[src/rtl/ahb_pkg.sv]
`default_nettype none
// ============================================================================
// Module  : ahb_pkg
// Brief   : Shared LSU/RAM AHB definitions: rwtyp codes, bridge states and
//           packed-haddr field positions decoded by both ends of the bus.
// Rev     : 1.0  initial release
// ============================================================================
`ifndef AHB_ADDR_WIDTH
`define AHB_ADDR_WIDTH 32
`endif
`ifndef AHB_DATA_WIDTH
`define AHB_DATA_WIDTH 32
`endif

package ahb_pkg;

    localparam int AHB_AW = `AHB_ADDR_WIDTH;
    localparam int AHB_DW = `AHB_DATA_WIDTH;

    // RISC-V funct3 access types; stores reuse the low three load encodings.
    localparam logic [2:0] RWTYP_LB  = 3'b000;
    localparam logic [2:0] RWTYP_LH  = 3'b001;
    localparam logic [2:0] RWTYP_LW  = 3'b010;
    localparam logic [2:0] RWTYP_LBU = 3'b100;
    localparam logic [2:0] RWTYP_LHU = 3'b101;
    localparam logic [2:0] RWTYP_SB  = 3'b000;
    localparam logic [2:0] RWTYP_SH  = 3'b001;
    localparam logic [2:0] RWTYP_SW  = 3'b010;

    localparam int HADDR_TYPE_MSB = 29;
    localparam int HADDR_TYPE_LSB = 27;
    localparam int HADDR_OFS_MSB  = 15;

    typedef enum logic [1:0] {
        ST_IDLE = 2'd0,
        ST_BUS  = 2'd1,
        ST_RESP = 2'd2
    } lsu2ahb_state_t;

endpackage

`default_nettype wire

[src/rtl/lsu_req_check.sv]
`default_nettype none
// ============================================================================
// Module  : lsu_req_check
// Brief   : Combinational window/alignment/type check and haddr packing.
// Rev     : 1.0  initial release
// ============================================================================
module lsu_req_check
    import ahb_pkg::*;
#(
    parameter logic [15:0] RAM_BASE_HI = 16'h0000
) (
    input  logic              write,
    input  logic [AHB_AW-1:0] addr,
    input  logic [2:0]        rwtyp,
    output logic              ok,
    output logic [AHB_AW-1:0] haddr
);

    logic type_ok;
    logic align_ok;

    always_comb begin
        type_ok  = 1'b0;
        align_ok = 1'b1;
        if (write) begin
            case (rwtyp)
                RWTYP_SB: type_ok = 1'b1;
                RWTYP_SH: begin type_ok = 1'b1; align_ok = ~addr[0];              end
                RWTYP_SW: begin type_ok = 1'b1; align_ok = (addr[1:0] == 2'b00); end
                default:  type_ok = 1'b0;
            endcase
        end else begin
            case (rwtyp)
                RWTYP_LB, RWTYP_LBU: type_ok = 1'b1;
                RWTYP_LH, RWTYP_LHU: begin type_ok = 1'b1; align_ok = ~addr[0]; end
                RWTYP_LW: begin type_ok = 1'b1; align_ok = (addr[1:0] == 2'b00); end
                default:  type_ok = 1'b0;
            endcase
        end
        ok = type_ok & align_ok & (addr[AHB_AW-1:16] == RAM_BASE_HI);

        haddr = '0;
        haddr[HADDR_TYPE_MSB:HADDR_TYPE_LSB] = rwtyp;
        haddr[HADDR_OFS_MSB:0]               = addr[HADDR_OFS_MSB:0];
    end

endmodule

`default_nettype wire

[src/rtl/lsu2ahb.sv]
`default_nettype none
// ============================================================================
// Module  : lsu2ahb
// Brief   : Single-outstanding bridge from the LSU request port to the RAM AHB.
// Rev     : 1.0  initial release
// ============================================================================
module lsu2ahb
    import ahb_pkg::*;
#(
    parameter logic [15:0] RAM_BASE_HI = 16'h0000,
    parameter int          TIMEOUT     = 16
) (
    input  logic              clk,
    input  logic              rstn,
    input  logic              req_valid,
    output logic              req_ready,
    input  logic              req_write,
    input  logic [AHB_AW-1:0] req_addr,
    input  logic [AHB_DW-1:0] req_wdata,
    input  logic [2:0]        req_rwtyp,
    output logic              resp_valid,
    output logic              resp_err,
    output logic [AHB_DW-1:0] resp_rdata,
    output logic              hsel,
    output logic              hwrite,
    output logic [AHB_AW-1:0] haddr,
    output logic [AHB_DW-1:0] hwdata,
    input  logic              hready,
    input  logic              hresp,
    input  logic [AHB_DW-1:0] hrdata
);

    localparam logic [7:0] CNT_LAST = 8'(TIMEOUT - 1);

    lsu2ahb_state_t    state, next_state;
    logic [7:0]        cnt, cnt_d;
    logic              chk_ok;
    logic [AHB_AW-1:0] chk_haddr;
    logic              bus_done;

    logic              hsel_d, hwrite_d, resp_valid_d, resp_err_d;
    logic [AHB_AW-1:0] haddr_d;
    logic [AHB_DW-1:0] hwdata_d, resp_rdata_d;

    lsu_req_check #(
        .RAM_BASE_HI (RAM_BASE_HI)
    ) u_check (
        .write (req_write),
        .addr  (req_addr),
        .rwtyp (req_rwtyp),
        .ok    (chk_ok),
        .haddr (chk_haddr)
    );

    assign req_ready = (state == ST_IDLE);
    // Writes finish on hresp only; the slave also pulses hready in its address phase.
    assign bus_done  = hwrite ? hresp : hready;

    always_ff @(posedge clk or negedge rstn) begin
        if (!rstn) begin
            state      <= ST_IDLE;
            cnt        <= '0;
            hsel       <= 1'b0;
            hwrite     <= 1'b0;
            haddr      <= '0;
            hwdata     <= '0;
            resp_valid <= 1'b0;
            resp_err   <= 1'b0;
            resp_rdata <= '0;
        end else begin
            state      <= next_state;
            cnt        <= cnt_d;
            hsel       <= hsel_d;
            hwrite     <= hwrite_d;
            haddr      <= haddr_d;
            hwdata     <= hwdata_d;
            resp_valid <= resp_valid_d;
            resp_err   <= resp_err_d;
            resp_rdata <= resp_rdata_d;
        end
    end

    always_comb begin
        next_state   = state;
        cnt_d        = cnt;
        hsel_d       = 1'b0;
        hwrite_d     = 1'b0;
        haddr_d      = '0;
        hwdata_d     = '0;
        resp_valid_d = 1'b0;
        resp_err_d   = 1'b0;
        resp_rdata_d = '0;

        case (state)
            ST_IDLE: begin
                if (req_valid) begin
                    if (chk_ok) begin
                        next_state = ST_BUS;
                        cnt_d      = '0;
                        hsel_d     = 1'b1;
                        hwrite_d   = req_write;
                        haddr_d    = chk_haddr;
                        hwdata_d   = req_wdata;
                    end else begin
                        next_state   = ST_RESP;
                        resp_valid_d = 1'b1;
                        resp_err_d   = 1'b1;
                    end
                end
            end
            ST_BUS: begin
                if (bus_done) begin
                    next_state   = ST_RESP;
                    resp_valid_d = 1'b1;
                    resp_rdata_d = hwrite ? '0 : hrdata;
                end else if (cnt == CNT_LAST) begin
                    next_state   = ST_RESP;
                    resp_valid_d = 1'b1;
                    resp_err_d   = 1'b1;
                end else begin
                    cnt_d    = cnt + 8'd1;
                    hsel_d   = 1'b1;
                    hwrite_d = hwrite;
                    haddr_d  = haddr;
                    hwdata_d = hwdata;
                end
            end
            // RESP drops hsel for a cycle so the slave returns to idle.
            ST_RESP: next_state = ST_IDLE;
            default: next_state = ST_IDLE;
        endcase
    end

endmodule

`default_nettype wire

[config.mk]
export PLATFORM = sky130hd
export DESIGN_NAME = lsu2ahb
export DESIGN_NICKNAME = d
export VERILOG_FILES = /design/src/rtl/ahb_pkg.sv /design/src/rtl/lsu_req_check.sv /design/src/rtl/lsu2ahb.sv
export SDC_FILE = /design/constraint.sdc
export NUM_CORES = 1
export LEC_CHECK = 0
export BUFFER_PORTS_ARGS = -buffer_cell sky130_fd_sc_hd__buf_2
export CORE_MARGIN = 3
export CORE_UTILIZATION = 44
export DETAILED_ROUTE_END_ITERATION = 6
export PLACE_DENSITY_LB_ADDON = 0.08
export SLEW_MARGIN = 20
export SYNTH_ARGS = -nofsm -noshare
export SYNTH_HDL_FRONTEND = slang
export SYNTH_SLANG_ARGS = --single-unit
[constraint.sdc]
create_clock -name clk -period 2.2 [get_ports clk]
set_clock_uncertainty 0.05 [all_clocks]
set_input_delay 0.22 -clock clk [delete_from_list [all_inputs] [get_ports clk]]
set_output_delay 0.22 -clock clk [all_outputs]
set_load 0.05 [all_outputs]
==> results.tsv, run 1 <==
metric	value	unit
outcome	finished, final reports clean	
DRT Pass-1 Iters	4	
# rows	32	
CTS Sinks	97	
htree depth	3	
routability cong.	0.822	
vias in the first global route	3088	
top cell type's share of synthesized area	0.651	
clk_lat worst skew	350	ps
CTS Root Cell	clkbuf_8	
most common cell after layout, fill and taps aside	buf_2	
commonest cells after routing, fill and taps aside	191 x buf_2, 97 x dfrtp_1, 52 x a22o_1, 33 x and2_1, 16 x dlygate4sd3_1	
Port Buffers	192	
Overflow after GRT	0	
pwr dens	648	mW/mm^2
period utilization	0.844	
post-synthesis sequential area ratio	0.651	
Antenna Nets Post-Route	0	
Via density	5.03	
Fmax achieved	538	MHz
Vias	2946	
Worst EP arrival	2080	ps
I/O pins	206	
# diodes	0	
Worst VDD drop	0.399	mV
Max-Cap Viols	0	
post-route DRC violation count	0	
worst endpoint required time	2420	ps
final hold violation count	0	
crit path cell chain	ha_1, and3_4, a211o_1, or3_1, o211ai_1	
die height	98.1	um
dominant cell type by area after synthesis	dfrtp_1	
synth top area cells	dfrtp_1 65%, a22o_1 12%, and2_1 5.5%	
Detailed Route WL	9510	um
synthesis-to-layout area growth	36.9	%
WS Path Type	flip-flop to flip-flop	
crit start category	flip-flop	
Mapped Avg Cell Area	13.7	sq um
CP max stage delay	420	ps
Slew Viols, Final	0	
initial antenna violation count	0	
Initial DRC Count	150	
most used routing layer	met2	
largest net degree at the start of global routing	58	
area of the core	0.00797	sq mm
setup_tns	0	ps
nets	586	
Worst-Margin Slew	550	ps
CP Capture Type	flip-flop	
Pleak	2.87	nW
WL/cell	16.2	um
crit path max fanout	8	
met1 usage	0.250	
Filler cells	666	
count of cell types in the netlist	40	
Yosys warnings	0	
DP Cell Count	555	
first-pass GRT wire length	15500	um
layout cell share with drive strength beyond 1	0.452	
DP HPWL	6730	um
Tmin final	1860	ps
CTS clk-pin slew, worst paths	100	ps
Synth Instances	273	
Die Wd	98.1	um
Non-Filler Instances	586	
initial core utilization	0.468	
clk buf depth	2	
Rel. slew slack	0.630	
die area	0.00961	sq mm
CTS tree	built	
cts bufs inserted	9	
Final setup viols	0	
GRT Total Usage	0.202	
GR Util met3	0.0707	
Yosys reg bits	97	
CP max-delay cell	dfrtp_1	
RSZ-0062 raised after global routing	no	
cts repair resizes	0	
synthesized area	0.00373	sq mm
worst hold path type	input pin to flip-flop	
met2 Resource Use GR	0.335	
[Yosys cell counts (all sizes together)]
master	instances
a211o	1
a211oi	1
a21oi	2
a221oi	1
a22o	52
a31oi	2
and2	33
and3	2
buf	26
clkbuf	4
conb	1
dfrtp	97
ha	1
inv	2
mux2	1
mux2i	1
nand2	4
nand2b	1
nand3	5
nand3b	1
nand4	2
nand4b	1
nor2	3
nor2b	1
nor3	2
nor3b	1
nor4	6
o211ai	2
o21ai	10
o21bai	1
o31ai	2
o32ai	1
or2	1
or3	1
or4	1
[critical path: cells and delay by family (launching register included)]
family	cells	cell delay, ps
and+or+nand+nor	2	590
AOI/OAI and AO/OA	2	460
DFF	1	420
adders and majority gates	1	250
[area by class of cell]
type	count	area, sq um	share of cell area
sequential	97	2430	0.475
timing repair buffer	214	1210	0.236
multi-input combinational	156	1120	0.220
tap	102	128	0.0250
clock buffer	9	124	0.0243
clock inverter	6	92.6	0.0181
inverter	2	7.51	0.00147
[state kept, by name (all words and copies together), names as in the netlist]
name	cells
resp_valid	1
resp_err	1
hwrite	1
hsel	1
hwdata	32
resp_rdata	32
haddr	19
cnt	8
state	2
[what timing repair did]
item	in CTS	in global routing
endpoints found under the hold margin	39	0
buffers inserted	0	0
hold buffers	16	0
[metrics by stage]
| stage | total power [W] | instance area, sq um | hold WS, ps | setup slack, ps | util |
|---|---|---|---|---|---|
| 5_1_grt | 0.00346 | 5110 | 0.843 | 246 | 0.641 |
| 6_report | 0.00331 | 5110 | 18.9 | 343 | 0.641 |
| 3_3_place_gp | 0.00207 | 4730 | 105 | 420 | 0.594 |
| 4_1_cts | 0.00336 | 5110 | 0.989 | 346 | 0.641 |
| 3_5_place_dp | 0.00207 | 4730 | 106 | 379 | 0.594 |
| 2_1_floorplan | 0.00194 | 3770 | -126 | 79.4 | - |
[worst paths after layout]
| kind | from | to | slack [ps] | depth (start not counted) |
|---|---|---|---|---|
| hold reg to reg | haddr[29] | haddr[29] | 460 | 1 |
| setup / recovery | cnt[0] | cnt[7] | 340 | 5 |
| hold / removal | req_wdata[26] | hwdata[26] | 20 | 2 |
| max in group asynchronous | rstn | hwdata[16] | 1200 | 3 |
| setup reg to reg | cnt[0] | cnt[7] | 340 | 5 |
| min in group asynchronous | rstn | hwrite | 260 | 2 |
[layer usage]
layer  wire length [um]  up-vias  part of all wire
met2               4710      134              0.50
met1               3800     1429              0.40
met4                125        0             0.013
met3                870       10             0.092
li1                   -     1373                 -
met5                  0        -                 0
[logic make-up (layout without fill, tap and decap cells)]
| group | count (synthesis) | in the layout | synth area share |
|---|---|---|---|
| flops | 97 | 97 | 0.651 |
| compound gates | 75 | 75 | 0.162 |
| simple gates | 65 | 65 | 0.110 |
| buf+inv | 32 | 231 | 0.0654 |
| mux | 2 | 2 | 0.00671 |
| fa+ha+maj | 1 | 1 | 0.00336 |
| other cells | 1 | 13 | 0.00101 |
[power breakdown]
part           total (W)  switching, W  internal [W]
Sequential       0.00181     0.0000132       0.00179
Clock            0.00125      0.000613      0.000642
Combinational   0.000249      0.000146      0.000103
Total            0.00331      0.000772       0.00254
Power figures use the tool's default switching activity.
==> run 2, diff against run 1 <==
- clock period: 2.2 -> 1.9 ns (I/O delays scaled with it)
==> run 2 against run 1 <==
Against the previous run: wire length up 8.7%; die area unchanged; power up 15%; maximum frequency up 3.0%; first-iteration DRC count down 30%; worst hold slack worse by 0.82 ps; final area up 10%; critical endpoint unchanged.
==> results.tsv, run 2 (synthesized netlist as in run 1, its figures left out) <==
metric	value	unit
Hold EP	hwdata[18]	
pwr dens	678	mW/mm^2
Reg2Reg Depth	5	
Hold Startpoint	req_wdata[18]	
first-pass GRT wire length	16800	um
routability cong.	0.828	
clk buf depth	2	
I/O pins	206	
area of the core	0.00797	sq mm
Fmax achieved	554	MHz
Gate power share	0.098	
Die Wd	98.1	um
initial antenna violation count	0	
cts bufs inserted	9	
crit start category	flip-flop	
Clock power frac	0.355	
largest net degree at the start of global routing	46	
internal power	0.00291	W
Worst VDD drop	0.339	mV
die area	0.00961	sq mm
# diodes	0	
htree depth	3	
Seq pwr share	0.547	
Worst EP arrival	2020	ps
crit path cell chain	nor4_4, a211o_1, o31ai_1, buf_4, o211ai_1	
Hold Slack	18.1	ps
clk_lat worst skew	340	ps
Worst R2R Start	cnt[4]	
DP Cell Count	562	
crit path max fanout	7	
CTS Sinks	97	
CTS clk-pin slew, worst paths	100	ps
Final setup viols	0	
Max-Cap Viols	0	
Top Registers	hwdata (32), resp_rdata (32), haddr (19)	
DRT Pass-1 Iters	5	
WL/cell	16.1	um
Overflow after GRT	0	
Vias	3132	
CP Capture Type	flip-flop	
most common cell after layout, fill and taps aside	buf_2	
synthesis-to-layout area growth	51.3	%
layout cell share with drive strength beyond 1	0.421	
final hold violation count	0	
post-route DRC violation count	0	
Via density	4.87	
worst hold path type	input pin to flip-flop	
WS Path Type	flip-flop to flip-flop	
die height	98.1	um
setup_tns	0	ps
CTS tree	built	
CP max stage delay	480	ps
r2r setup slk	100	ps
GRT Total Usage	0.218	
Non-Filler Instances	643	
Detailed Route WL	10300	um
nets	643	
Slew Viols, Final	0	
DP HPWL	7040	um
period utilization	0.949	
outcome	finished, final reports clean	
Filler cells	589	
Port Buffers	192	
Tmin final	1800	ps
Pleak	3.10	nW
worst endpoint required time	2110	ps
CP max-delay cell	nor4_4	
worst reg2reg path endpoint	cnt[7]	
# rows	32	
Sw Share	0.238	
Antenna Nets Post-Route	0	
commonest cells after routing, fill and taps aside	191 x buf_2, 97 x dfrtp_1, 66 x dlygate4sd3_1, 52 x a22o_1, 33 x and2_1	
vias in the first global route	3415	
Initial DRC Count	105	
initial core utilization	0.468	
RSZ-0062 raised after global routing	no	
WHS Path Cells	2	
CTS Root Cell	clkbuf_8	
sw power	0.000908	W
## run 2: worst max path at each step
| stage | startpoint | end | slack (ps) | depth (start not counted) |
|---|---|---|---|---|
| global placement | cnt[0] | haddr[5] | 140 | 5 |
| floorplan | hwrite | cnt[7] | 20 | 4 |
| detailed placement | cnt[0] | hwdata[22] | 50 | 5 |
| global route | cnt[4] | cnt[0] | 20 | 5 |
| finish | cnt[4] | cnt[7] | 100 | 5 |
| CTS | cnt[0] | hwdata[22] | 30 | 5 |
## run 2: final cells by class
class	count	area, sq um	share of cell area
timing repair buffer	271	1750	0.310
clock buffer	10	138	0.0244
clock inverter	5	65.1	0.0115
inverter	2	7.51	0.00133
multi-input combinational	156	1130	0.200
tap	102	128	0.0226
sequential	97	2430	0.430
## run 2: power by group through the flow
stage                     registers [W]  clock network [W]  logic (W)
after floorplan                 0.00214                  0   0.000109
after global placement          0.00213                  0   0.000263
after detailed placement        0.00213                  0   0.000267
after CTS                       0.00209            0.00140   0.000366
after global routing            0.00209            0.00148   0.000408
final                           0.00209            0.00136   0.000375
## run 2: timing repair
item / in CTS / in global routing
resized for setup: 0 / 2
setup buffers: 0 / 0
hold endpoints to repair: 91 / 4
endpoints found under the setup margin: 0 / 39
hold buffers: 62 / 4
## run 2: metal layers
layer	part of all wire	vias up	track usage
met3	0.076	11	0.0743
li1	-	1489	-
met4	0.0092	0	0.0596
met2	0.51	118	0.372
met1	0.41	1514	0.265
met5	0	-	0
## run 2: worst max-delay path: cells and delay by family (launching register included)
family	cells	cell delay [ps]
AO/OA/AOI/OAI	3	560
AND/OR/NAND/NOR	1	480
flip-flops	1	470
buffers and inverters	1	170
## run 2: through the flow
| step | worst slack, ps | power, W | util | area (sq um) |
|---|---|---|---|---|
| 2_1_floorplan | 24.0 | 0.00225 | - | 3780 |
| 3_3_place_gp | 138 | 0.00239 | 0.599 | 4770 |
| 3_5_place_dp | 50.4 | 0.00240 | 0.599 | 4770 |
| 4_1_cts | 26.7 | 0.00386 | 0.702 | 5600 |
| 5_1_grt | 15.7 | 0.00398 | 0.708 | 5640 |
| 6_report | 96.5 | 0.00382 | 0.708 | 5640 |
